`config.mk`:
```
export PLATFORM = sky130hd
export DESIGN_NAME = bcd_time_counter
export DESIGN_NICKNAME = d
export VERILOG_FILES = /design/src/rtl/digital_clock_pkg.sv /design/src/rtl/bcd_digit_counter.sv /design/src/rtl/bcd_time_counter.sv
export SDC_FILE = /design/constraint.sdc
export NUM_CORES = 1
export LEC_CHECK = 0
export ABC_AREA = 1
export CORE_MARGIN = 2
export CORE_UTILIZATION = 50
export CTS_BUF_LIST = sky130_fd_sc_hd__clkbuf_8
export DETAILED_ROUTE_END_ITERATION = 12
export PLACE_DENSITY = 0.76
export SKIP_LAST_GASP = 1
export SLEW_MARGIN = 0
export SYNTH_ARGS = -nofsm -noshare
export SYNTH_HDL_FRONTEND = slang
export SYNTH_SLANG_ARGS = --single-unit
```
`constraint.sdc`:
```
create_clock -name clk_in_50M -period 1.66 [get_ports clk_in_50M]
set_input_delay 0.166 -clock clk_in_50M [delete_from_list [all_inputs] [get_ports clk_in_50M]]
set_output_delay 0.166 -clock clk_in_50M [all_outputs]
set_load 0.02 [all_outputs]
```
`src/rtl/digital_clock_pkg.sv`:
```
// Shared definitions for the digital clock blocks.
//
// Contents:
//   state_t                - timekeeping control states (run, hold, load)
//   BCD_MAX_MIN_SEC        - highest legal packed-BCD minute/second value (59)
//   BCD_MAX_HOUR           - highest legal packed-BCD hour value (23)
//   DEFAULT_TICKS_PER_SEC  - default number of tick_lvl rising edges per second
//   bcd_legal()            - checks a packed-BCD byte against an upper limit
package digital_clock_pkg;

    typedef enum logic [1:0] {
        ST_RUN  = 2'd0,
        ST_HOLD = 2'd1,
        ST_LOAD = 2'd2
    } state_t;

    localparam logic [7:0] BCD_MAX_MIN_SEC       = 8'h59;
    localparam logic [7:0] BCD_MAX_HOUR          = 8'h23;
    localparam int         DEFAULT_TICKS_PER_SEC = 5_000_000;

    // Both digits must be decimal. Once they are, the packed byte orders the
    // same way as the decimal value, so a plain compare checks the limit.
    function automatic logic bcd_legal(input logic [7:0] value, input logic [7:0] limit);
        return (value[7:4] <= 4'd9) && (value[3:0] <= 4'd9) && (value <= limit);
    endfunction

endpackage

```
`src/rtl/bcd_digit_counter.sv`:
```
// One decimal digit of the time-of-day counter.
//
// Parameters:
//   MAX        - value after which the digit wraps to 0 and carries
// Ports:
//   clk        - clock
//   rst_n      - synchronous active-low reset, clears the digit
//   inc        - advance the digit by one this cycle
//   limit      - forces an early wrap (used for the hours ones digit at 23)
//   load       - overwrite the digit with load_value (wins over inc)
//   load_value - value to load
//   digit      - current digit value
//   carry      - combinational: this increment wraps the digit
module bcd_digit_counter #(
    parameter logic [3:0] MAX = 4'd9
) (
    input  logic       clk,
    input  logic       rst_n,
    input  logic       inc,
    input  logic       limit,
    input  logic       load,
    input  logic [3:0] load_value,
    output logic [3:0] digit,
    output logic       carry
);

    // The carry is combinational so that the whole chain of digits ripples
    // within the same cycle and every digit updates on the same edge.
    assign carry = inc & ((digit == MAX) | limit);

    // Digit register: reset, then load, then increment with wrap.
    always_ff @(posedge clk) begin
        if (!rst_n) begin
            digit <= 4'd0;
        end else if (load) begin
            digit <= load_value;
        end else if (inc) begin
            digit <= carry ? 4'd0 : digit + 4'd1;
        end
    end

endmodule

```
`src/rtl/bcd_time_counter.sv`:
```
// Time-of-day counter (hh:mm:ss in packed BCD) advanced by a divided tick.
//
// Parameters:
//   TICKS_PER_SEC - rising edges of tick_lvl per second (2 .. 2^24-1)
// Ports:
//   clk_in_50M        - system clock
//   rst_n             - synchronous active-low reset
//   tick_lvl          - divided square wave, synchronous to clk_in_50M
//   run_en            - 1 = time advances, 0 = time held
//   set_valid         - time-load request
//   set_hh/mm/ss      - packed-BCD load value
//   set_ready         - a load can be accepted this cycle
//   set_err           - one-cycle pulse: accepted load value was illegal
//   hh/mm/ss          - current time, packed BCD
//   sec_pulse         - one-cycle pulse on every second increment
//   day_pulse         - one-cycle pulse on the 23:59:59 -> 00:00:00 wrap
module bcd_time_counter
    import digital_clock_pkg::*;
#(
    parameter int TICKS_PER_SEC = DEFAULT_TICKS_PER_SEC
) (
    input  logic       clk_in_50M,
    input  logic       rst_n,
    input  logic       tick_lvl,
    input  logic       run_en,
    input  logic       set_valid,
    input  logic [7:0] set_hh,
    input  logic [7:0] set_mm,
    input  logic [7:0] set_ss,
    output logic       set_ready,
    output logic       set_err,
    output logic [7:0] hh,
    output logic [7:0] mm,
    output logic [7:0] ss,
    output logic       sec_pulse,
    output logic       day_pulse
);

    localparam int                PRE_W    = $clog2(TICKS_PER_SEC);
    localparam logic [PRE_W-1:0]  PRE_LAST = PRE_W'(TICKS_PER_SEC - 1);

    state_t           state;
    state_t           state_next;
    logic             tick_d;
    logic             tick_edge;
    logic [PRE_W-1:0] prescaler;
    logic             transfer;
    logic             set_legal;
    logic             do_load;
    logic             sec_inc;

    logic [3:0] ss_ones, ss_tens, mm_ones, mm_tens, hh_ones, hh_tens;
    logic       ss_ones_carry, ss_tens_carry, mm_ones_carry, mm_tens_carry;
    logic       hh_ones_carry, hh_tens_carry;
    logic       hour_limit;

    assign tick_edge = tick_lvl & ~tick_d;
    assign transfer  = set_valid & set_ready;
    assign set_legal = bcd_legal(set_hh, BCD_MAX_HOUR)
                     & bcd_legal(set_mm, BCD_MAX_MIN_SEC)
                     & bcd_legal(set_ss, BCD_MAX_MIN_SEC);
    assign do_load   = transfer & set_legal;

    // A transfer in the same cycle as the final counted edge swallows the
    // second: no digit moves and no pulse is produced.
    assign sec_inc   = (state == ST_RUN) & tick_edge & (prescaler == PRE_LAST) & ~transfer;

    // State register; reset parks the counter in HOLD.
    always_ff @(posedge clk_in_50M) begin
        if (!rst_n) begin
            state <= ST_HOLD;
        end else begin
            state <= state_next;
        end
    end

    // Next-state logic: any accepted load passes through LOAD for exactly
    // one cycle, otherwise run_en alone selects RUN or HOLD.
    always_comb begin
        state_next = state;
        if (transfer) begin
            state_next = ST_LOAD;
        end else begin
            case (state)
                ST_RUN, ST_HOLD, ST_LOAD: state_next = run_en ? ST_RUN : ST_HOLD;
                default:                  state_next = ST_HOLD;
            endcase
        end
    end

    // Output logic: ready is forced low while reset is asserted so that no
    // load can be seen as accepted during reset.
    always_comb begin
        set_ready = 1'b0;
        if (rst_n && (state != ST_LOAD)) begin
            set_ready = 1'b1;
        end
    end

    // Edge detector history; it keeps tracking tick_lvl in every state so a
    // level that was already high when RUN is entered is not seen as an edge.
    always_ff @(posedge clk_in_50M) begin
        if (!rst_n) begin
            tick_d <= 1'b0;
        end else begin
            tick_d <= tick_lvl;
        end
    end

    // Prescaler: counts edges only in RUN, frozen during any transfer (an
    // illegal load leaves it untouched, a legal one restarts the second).
    always_ff @(posedge clk_in_50M) begin
        if (!rst_n) begin
            prescaler <= '0;
        end else if (do_load) begin
            prescaler <= '0;
        end else if ((state == ST_RUN) && tick_edge && !transfer) begin
            prescaler <= (prescaler == PRE_LAST) ? '0 : prescaler + 1'b1;
        end
    end

    // Registered status pulses, aligned with the digit update they describe.
    always_ff @(posedge clk_in_50M) begin
        if (!rst_n) begin
            sec_pulse <= 1'b0;
            day_pulse <= 1'b0;
            set_err   <= 1'b0;
        end else begin
            sec_pulse <= sec_inc;
            day_pulse <= hh_tens_carry;
            set_err   <= transfer & ~set_legal;
        end
    end

    // The hours ones digit wraps at 3 rather than 9 when the tens digit is 2.
    assign hour_limit = (hh_tens == BCD_MAX_HOUR[7:4]) && (hh_ones == BCD_MAX_HOUR[3:0]);

    bcd_digit_counter #(.MAX(4'd9)) u_ss_ones (
        .clk(clk_in_50M), .rst_n(rst_n), .inc(sec_inc), .limit(1'b0),
        .load(do_load), .load_value(set_ss[3:0]), .digit(ss_ones), .carry(ss_ones_carry)
    );

    bcd_digit_counter #(.MAX(BCD_MAX_MIN_SEC[7:4])) u_ss_tens (
        .clk(clk_in_50M), .rst_n(rst_n), .inc(ss_ones_carry), .limit(1'b0),
        .load(do_load), .load_value(set_ss[7:4]), .digit(ss_tens), .carry(ss_tens_carry)
    );

    bcd_digit_counter #(.MAX(4'd9)) u_mm_ones (
        .clk(clk_in_50M), .rst_n(rst_n), .inc(ss_tens_carry), .limit(1'b0),
        .load(do_load), .load_value(set_mm[3:0]), .digit(mm_ones), .carry(mm_ones_carry)
    );

    bcd_digit_counter #(.MAX(BCD_MAX_MIN_SEC[7:4])) u_mm_tens (
        .clk(clk_in_50M), .rst_n(rst_n), .inc(mm_ones_carry), .limit(1'b0),
        .load(do_load), .load_value(set_mm[7:4]), .digit(mm_tens), .carry(mm_tens_carry)
    );

    bcd_digit_counter #(.MAX(4'd9)) u_hh_ones (
        .clk(clk_in_50M), .rst_n(rst_n), .inc(mm_tens_carry), .limit(hour_limit),
        .load(do_load), .load_value(set_hh[3:0]), .digit(hh_ones), .carry(hh_ones_carry)
    );

    bcd_digit_counter #(.MAX(BCD_MAX_HOUR[7:4])) u_hh_tens (
        .clk(clk_in_50M), .rst_n(rst_n), .inc(hh_ones_carry), .limit(1'b0),
        .load(do_load), .load_value(set_hh[7:4]), .digit(hh_tens), .carry(hh_tens_carry)
    );

    assign hh = {hh_tens, hh_ones};
    assign mm = {mm_tens, mm_ones};
    assign ss = {ss_tens, ss_ones};

endmodule

```
==> results of run 1 <==
==> worst max-delay path: stages, from the launching register on <==
cell and delay, ps:
dfxtp_2 370, ha_4 170, inv_4 40, nor2_4 100, nand3_2 110, nor2_4 140
nand4_4 130, nor2_4 180, nand3_4 120, buf_4 150, nand3_1 60, nand2_1 60
inv_1 50, a21oi_1 50
==> repair_timing <==
item                                    4_1_cts  5_1_grt
pin swaps                                    24       33
hold buffers                                  0        0
resized for setup                            57       76
endpoints found under the setup margin       49       48
hold endpoints to repair                      0        0
gates cloned                                  0        0
setup buffers                                10        9
==> worst paths after layout <==
check	from	endpoint	slack (ps)	depth (start not counted)
worst max-delay path	prescaler[0]	u_hh_ones.digit[2]	-200	13
worst min-delay path	set_hh[2]	u_hh_ones.digit[2]	300	5
worst max register to register	prescaler[0]	u_hh_ones.digit[2]	-200	13
worst min register to register	prescaler[13]	prescaler[13]	520	2
==> report_power, final <==
part	total, mW	switching [mW]	internal (mW)
registers	1.28	0.00464	1.27
clock network	0.769	0.476	0.293
logic	0.223	0.0993	0.124
==> cells by family after synthesis <==
| logic type | count (synthesis) |
|---|---|
| fa+ha+maj | 13 |
| simple gates | 249 |
| buf+inv | 85 |
| flops | 53 |
| xor+xnor | 18 |
| compound gates | 67 |
==> area by class of cell <==
type                       count  area (µm²)
clock inverter                 3       17.52
inverter                      72       272.8
clock buffer                   5       68.82
tap                           77       96.34
sequential                    53        1084
timing repair buffer         164        1446
fill                         377        1092
multi-input combinational    347        2272
==> flip-flops by register name (all words and copies together) (netlist names), 2 cells and up <==
| register | flops |
|---|---|
| u_ss_tens.digit | 4 |
| u_ss_ones.digit | 4 |
| prescaler | 23 |
| u_hh_tens.digit | 4 |
| u_mm_tens.digit | 4 |
| state | 2 |
| u_hh_ones.digit | 4 |
| u_mm_ones.digit | 4 |
==> per-layer routing <==
metal  wire length, µm  vias to the layer above  GRT usage
li1                  -                     1911          -
met1              4633                     1954     0.3618
met2              5905                      242     0.5227
met3               774                       53    0.04086
met4               349                        0    0.08802
met5                 0                        -          0
==> synthesized netlist by cell type, drive strengths merged (4+ instances only) <==
| library cell | count |
|---|---|
| clkbuf | 4 |
| nand2 | 84 |
| buf | 9 |
| a211oi | 4 |
| nor4 | 6 |
| o21ai | 20 |
| nor2 | 70 |
| a21oi | 34 |
| nor3 | 14 |
| xor2 | 15 |
| nand3 | 45 |
| a31oi | 4 |
| dfxtp | 53 |
| inv | 70 |
| nand3b | 4 |
| ha | 13 |
| nand4 | 22 |
==> metrics by stage <==
step | TNS, ps | hold slack (ps) | cells | utilization | setup slack, ps
2_1_floorplan | -39.14 | 259.5 | 485 | - | -11.43
3_3_place_gp | -22080 | 504.1 | 696 | 0.7222 | -621.8
3_5_place_dp | -22290 | 511.6 | 696 | 0.7222 | -637.8
4_1_cts | -2343 | 398.9 | 712 | 0.7769 | -141.0
5_1_grt | -7101 | 318.6 | 721 | 0.8280 | -301.2
6_report | -3307 | 300.1 | 721 | 0.8280 | -204.1
==> placed cells by master, fill, tap and decap left out, drive strengths merged, types with 5 or more instances in the layout <==
cell,Yosys,routed
xor2,15,15
nor3,14,14
nand4,22,22
clkdlybuf4s50,0,51
dfxtp,53,53
nor2,70,70
o21ai,20,20
buf,9,108
nand2,84,84
a21oi,34,34
clkbuf,4,5
ha,13,13
nor4,6,6
nand3,45,45
inv,70,70
==> qor.txt, run 1 <==
Outcome: finished, violations left
Violated checks: negative setup slack
Synth Warn #: 0
First-pass GRT wire length: 17.06 mm
Total power: 2.271 mW
Placed cell area: 4586 µm²
DP HPWL: 7.487 mm
Crit path kind: reg -> reg
Root Buffer: clkbuf_8
Xor/xnor share of the synthesized area: 0.04807
Routed WL: 11.66 mm
P_leak: 2.320 nW
Number of diodes: 0
Post-Synthesis Cells: 485
Grt total ovfl: 0
Syn avg cell area: 6.762 µm²
Overall Global Routing Usage: 0.2918
Max transition margin: 0.7862
Core area: 6350 µm²
Synth async-reset ratio: 0
Worst setup margin: -204.1 ps
Final net count: 685
Worst-Margin Slew: 318.2 ps
Synth Register Bits: 53
Sink Count: 53
Largest cells by area after synthesis: dfxtp_1 (32%), nand2_1 (9.3%), inv_1 (7.6%)
Yosys cell types: 37
Routed vias/inst: 5.770
Gpl congestion: 0.9685
Post-synthesis mux area share: 0
Worst Path Arrival: 2070 ps
CP startpoint kind: flip-flop
Crit path required time: 1870 ps
First-pass DRT Iterations: 6
Starting Density: 0.5165
Iteration-0 DRC Markers: 413
Pwr per Cell Area: 431.9 nW/µm²
Mapped cell area: 3279 µm²
CTS tree: done
Post-synth EDFFs: 0
Setup violations, final: 29
Max_cap viols: 0
CP endpoint kind: flip-flop
Sequential share of the synthesized area: 0.3235
Final Skew: 7.256 ps
HP Class: in -> reg
Highest Clock Rate: 536.5 MHz
Drt drc: 0
Compound-Gate Fraction of Synth Area: 0.1103
DR WL/cell: 16.18 µm
Max Slew Vio Count: 0
Post-synth net total: 527
Largest family of logic cells by synthesized area: simple AND/OR/NAND/NOR gates
Largest net degree at the start of global routing: 25
Prevailing post-synth register cell: dfxtp_1
Crit path time final: 1864 ps
Final count of hold timing violations: 0
H-tree Lvls: 2
Die Wd: 84.99 µm
Clock Tree Buf Depth: 2
Number of antenna-violating nets in the routed design: 0
IO Count: 57
Initial antenna violation count: 0
RSZ-0062 raised after global routing: true
Tcrit/Tclk final: 1.123
Max FO, Critical Path: 3
Vias in the first global route: 3,743
Yosys top cell area share: 0.3235
Yosys top cell by area: dfxtp_1
Die Span Y: 84.99 µm
CTS buffer count: 5
Synth Area in Simple Gates: 0.3663
Reg clk slew, reported paths: 100 ps
Post-Synth Adder-Cell Area: 0.04960
Routed vias: 4,160
Share of layout cells above drive strength 1: 0.3494
Max VDD drop: 432.5 µV
P&R area growth vs syn: 60.32%
Worst-Skew Late Latency: 320 ps
Die area: 7222 µm²
Final Cell Area: 5258 µm²
Num rows: 29
Port Buffers: 56
No activity file was read; power rests on OpenSTA's default activity.
==> inputs of run 2 (changes only) <==
Settings changed: CORE_UTILIZATION 50 to 60, DONT_BUFFER_PORTS from default to 1, SKIP_LAST_GASP 1 to default.
==> run 2 against run 1 <==
  * The flow finishes with violations (negative hold slack, negative setup slack)
  * First-iteration DRC count up 48%
  * Sequential cell count unchanged
  * Sequential share of layout area up 2.0 points
  * Critical path depth down 3
  * Setup slack worse by 550 ps
  * Sequential power about the same
  * Power up 0.42%
  * Via count up 7.6%
  * Combinational power down 33%
  * Clock power up 11%
  * Critical path type unchanged
  * Critical endpoint is now prescaler[14]
  * Highest routed layer is now met5
==> qor.txt, run 2 (synthesis gave the netlist of run 1 again) <==
Slowest-stage cell, CP: nor3_1 (was dfxtp_2)
Routed WL: 14.78 mm (was 11.66 mm)
DP HPWL: 6.944 mm (was 7.487 mm)
Die area: 6073 µm² (was 7222 µm²)
Sink Count: 53 (unchanged)
Final count of hold timing violations: 1 (was 0)
IO Count: 57 (unchanged)
Crit path cell chain: ha_4 > buf_4 > buf_4 > buf_4 > nand4_4 > nor3_4 > nand3_2 > nor2_1 > nor2_1 > nor3_1 (was ha_4 > inv_4 > nor2_4 > nand3_2 > nor2_4 > nand4_4 > nor2_4 > nand3_4 > buf_4 > nand3_1 > nand2_1 > inv_1 > a21oi_1)
HP Class: in -> reg (unchanged)
Commonest cells after routing, fill and taps aside: buf_4 (110), nand2_1 (64), inv_1 (56), nor2_1 (45), dfxtp_1 (36) (was buf_4 (97), nand2_1 (66), inv_1 (56), nor2_1 (52), clkdlybuf4s50_1 (51))
Tcrit/Tclk final: 1.455 (was 1.123)
Reg clk slew, reported paths: 100 ps (about the same)
Die Span Y: 77.93 µm (was 84.99 µm)
P&R area growth vs syn: 47.62% (was 60.32%)
Violated checks: negative hold slack, negative setup slack (was negative setup slack)
Worst-Skew Late Latency: 320 ps (about the same)
Gpl congestion: 0.9578 (was 0.9685)
Crit path time final: 2415 ps (was 1864 ps)
P_leak: 2.180 nW (was 2.320 nW)
Outcome: finished, violations left (unchanged)
Worst-Margin Slew: 734.8 ps (was 318.2 ps)
Max transition margin: 0.5063 (was 0.7862)
Worst Path Arrival: 2550 ps (was 2070 ps)
Number of diodes: 0 (unchanged)
Crit path kind: reg -> reg (unchanged)
Max FO, Critical Path: 5 (was 3)
Vias in the first global route: 3,741 (was 3,743)
Pwr per Cell Area: 471.1 nW/µm² (was 431.9 nW/µm²)
Routed vias/inst: 6.661 (was 5.770)
Iteration-0 DRC Markers: 612 (was 413)
Max Slew Vio Count: 0 (unchanged)
Share of layout cells above drive strength 1: 0.4153 (was 0.3494)
Max incr delay on CP: 570 ps (was 370 ps)
Max VDD drop: 390.2 µV (was 432.5 µV)
Number of fill cells: 191 (was 377)
Sequential cell area: 1092 µm² (was 1084 µm²)
Leading cell type in the layout, fill and taps excluded: buf_4 (unchanged)
Total power: 2.280 mW (was 2.271 mW)
Number of antenna-violating nets in the routed design: 0 (unchanged)
Routed vias: 4,476 (was 4,160)
H-tree Lvls: 2 (unchanged)
Final net count: 643 (was 685)
Die Wd: 77.93 µm (was 84.99 µm)
Max reg flops: 23 (unchanged)
Crit path required time: 1800 ps (was 1870 ps)
Reg with most FFs: prescaler (unchanged)
Multi-input logic area: 2295 µm² (was 2272 µm²)
Hold WS: -3.791 ps (was 300.1 ps)
CP startpoint kind: flip-flop (unchanged)
RSZ-0062 raised after global routing: true (unchanged)
First-pass GRT wire length: 16.25 mm (was 17.06 mm)
Grt total ovfl: 0 (unchanged)
Num rows: 26 (was 29)
DR WL/cell: 21.99 µm (was 16.18 µm)
Root Buffer: clkbuf_8 (unchanged)
Worst setup margin: -755.2 ps (was -204.1 ps)
Max_cap viols: 0 (unchanged)
Clock Tree Buf Depth: 2 (unchanged)
Final Skew: 7.205 ps (was 7.256 ps)
Setup violations, final: 44 (was 29)
CP endpoint kind: flip-flop (unchanged)
CTS tree: done (unchanged)
Starting Density: 0.6300 (was 0.5165)
CTS buffer count: 5 (unchanged)
Initial antenna violation count: 1 (was 0)
Port Buffers: 0 (was 56)
Largest net degree at the start of global routing: 28 (was 25)
Post-place setup slack: -175.6 ps (was -637.8 ps)
Overall Global Routing Usage: 0.3286 (was 0.2918)
Highest Clock Rate: 414.0 MHz (was 536.5 MHz)
Core area: 5205 µm² (was 6350 µm²)
Setup_tns: -8841 ps (was -3307 ps)
Most used cell, CP: buf_4 (was nor2_4)
Drt drc: 0 (unchanged)
First-pass DRT Iterations: 5 (was 6)
[run 2: through the flow]
| stage | cell area [µm²] | cells | util | hold WS (ps) |
|---|---|---|---|---|
| floorplan | 3298 | 485 | - | 259.5 |
| global placement | 4069 | 640 | 0.7817 | 262.9 |
| detailed placement | 4069 | 640 | 0.7817 | 266.2 |
| CTS | 4370 | 658 | 0.8397 | 11.96 |
| global route | 4841 | 672 | 0.9300 | 9.480 |
| finish | 4841 | 672 | 0.9300 | -3.791 |
[run 2: power breakdown]
group,total (mW),switching [mW],internal (mW)
registers,1.28,0.00775,1.27
logic,0.150,0.0904,0.0601
clock network,0.850,0.471,0.379
total,2.28,0.569,1.71
[run 2: worst paths after layout]
kind                            slack (ps)          start            endpoint  cells after the start
worst max-delay path                  -760   prescaler[1]       prescaler[14]                     10
worst max register to register        -760   prescaler[1]       prescaler[14]                     10
worst min-delay path                    -4      set_ss[1]  u_ss_ones.digit[1]                      2
worst min register to register         570  prescaler[13]       prescaler[13]                      2
[run 2: final cells by class]
class	instances	area share
Sequential cell	53	0.2256
Tap cell	70	0.01809
Timing Repair Buffer	122	0.2034
Clock inverter	1	0.001034
Inverter	72	0.05790
Multi-Input combinational cell	347	0.4740
Clock buffer	7	0.01990
[run 2: routing by layer]
layer,share of wire,vias to the layer above,global-route usage
li1,-,1829,-
met1,0.32,2014,0.3652
met3,0.11,169,0.06163
met2,0.47,462,0.6069
met4,0.095,2,0.1404
met5,0.00088,-,0
[run 2: critical path: cells and delay by family, from the launching register on]
kind	cells	cell delay, ps
and+or+nand+nor	6	1360
DFF	1	390
buffers and inverters	3	310
adders and majority gates	1	180
[run 2: timing repair]
action,CTS,global route
hold buffers,2,0
buffers inserted,8,13
endpoints found under the hold margin,2,0
endpoints found under the setup margin,38,48
gates resized for setup,39,103
cloned,0,1
pin swaps,23,29
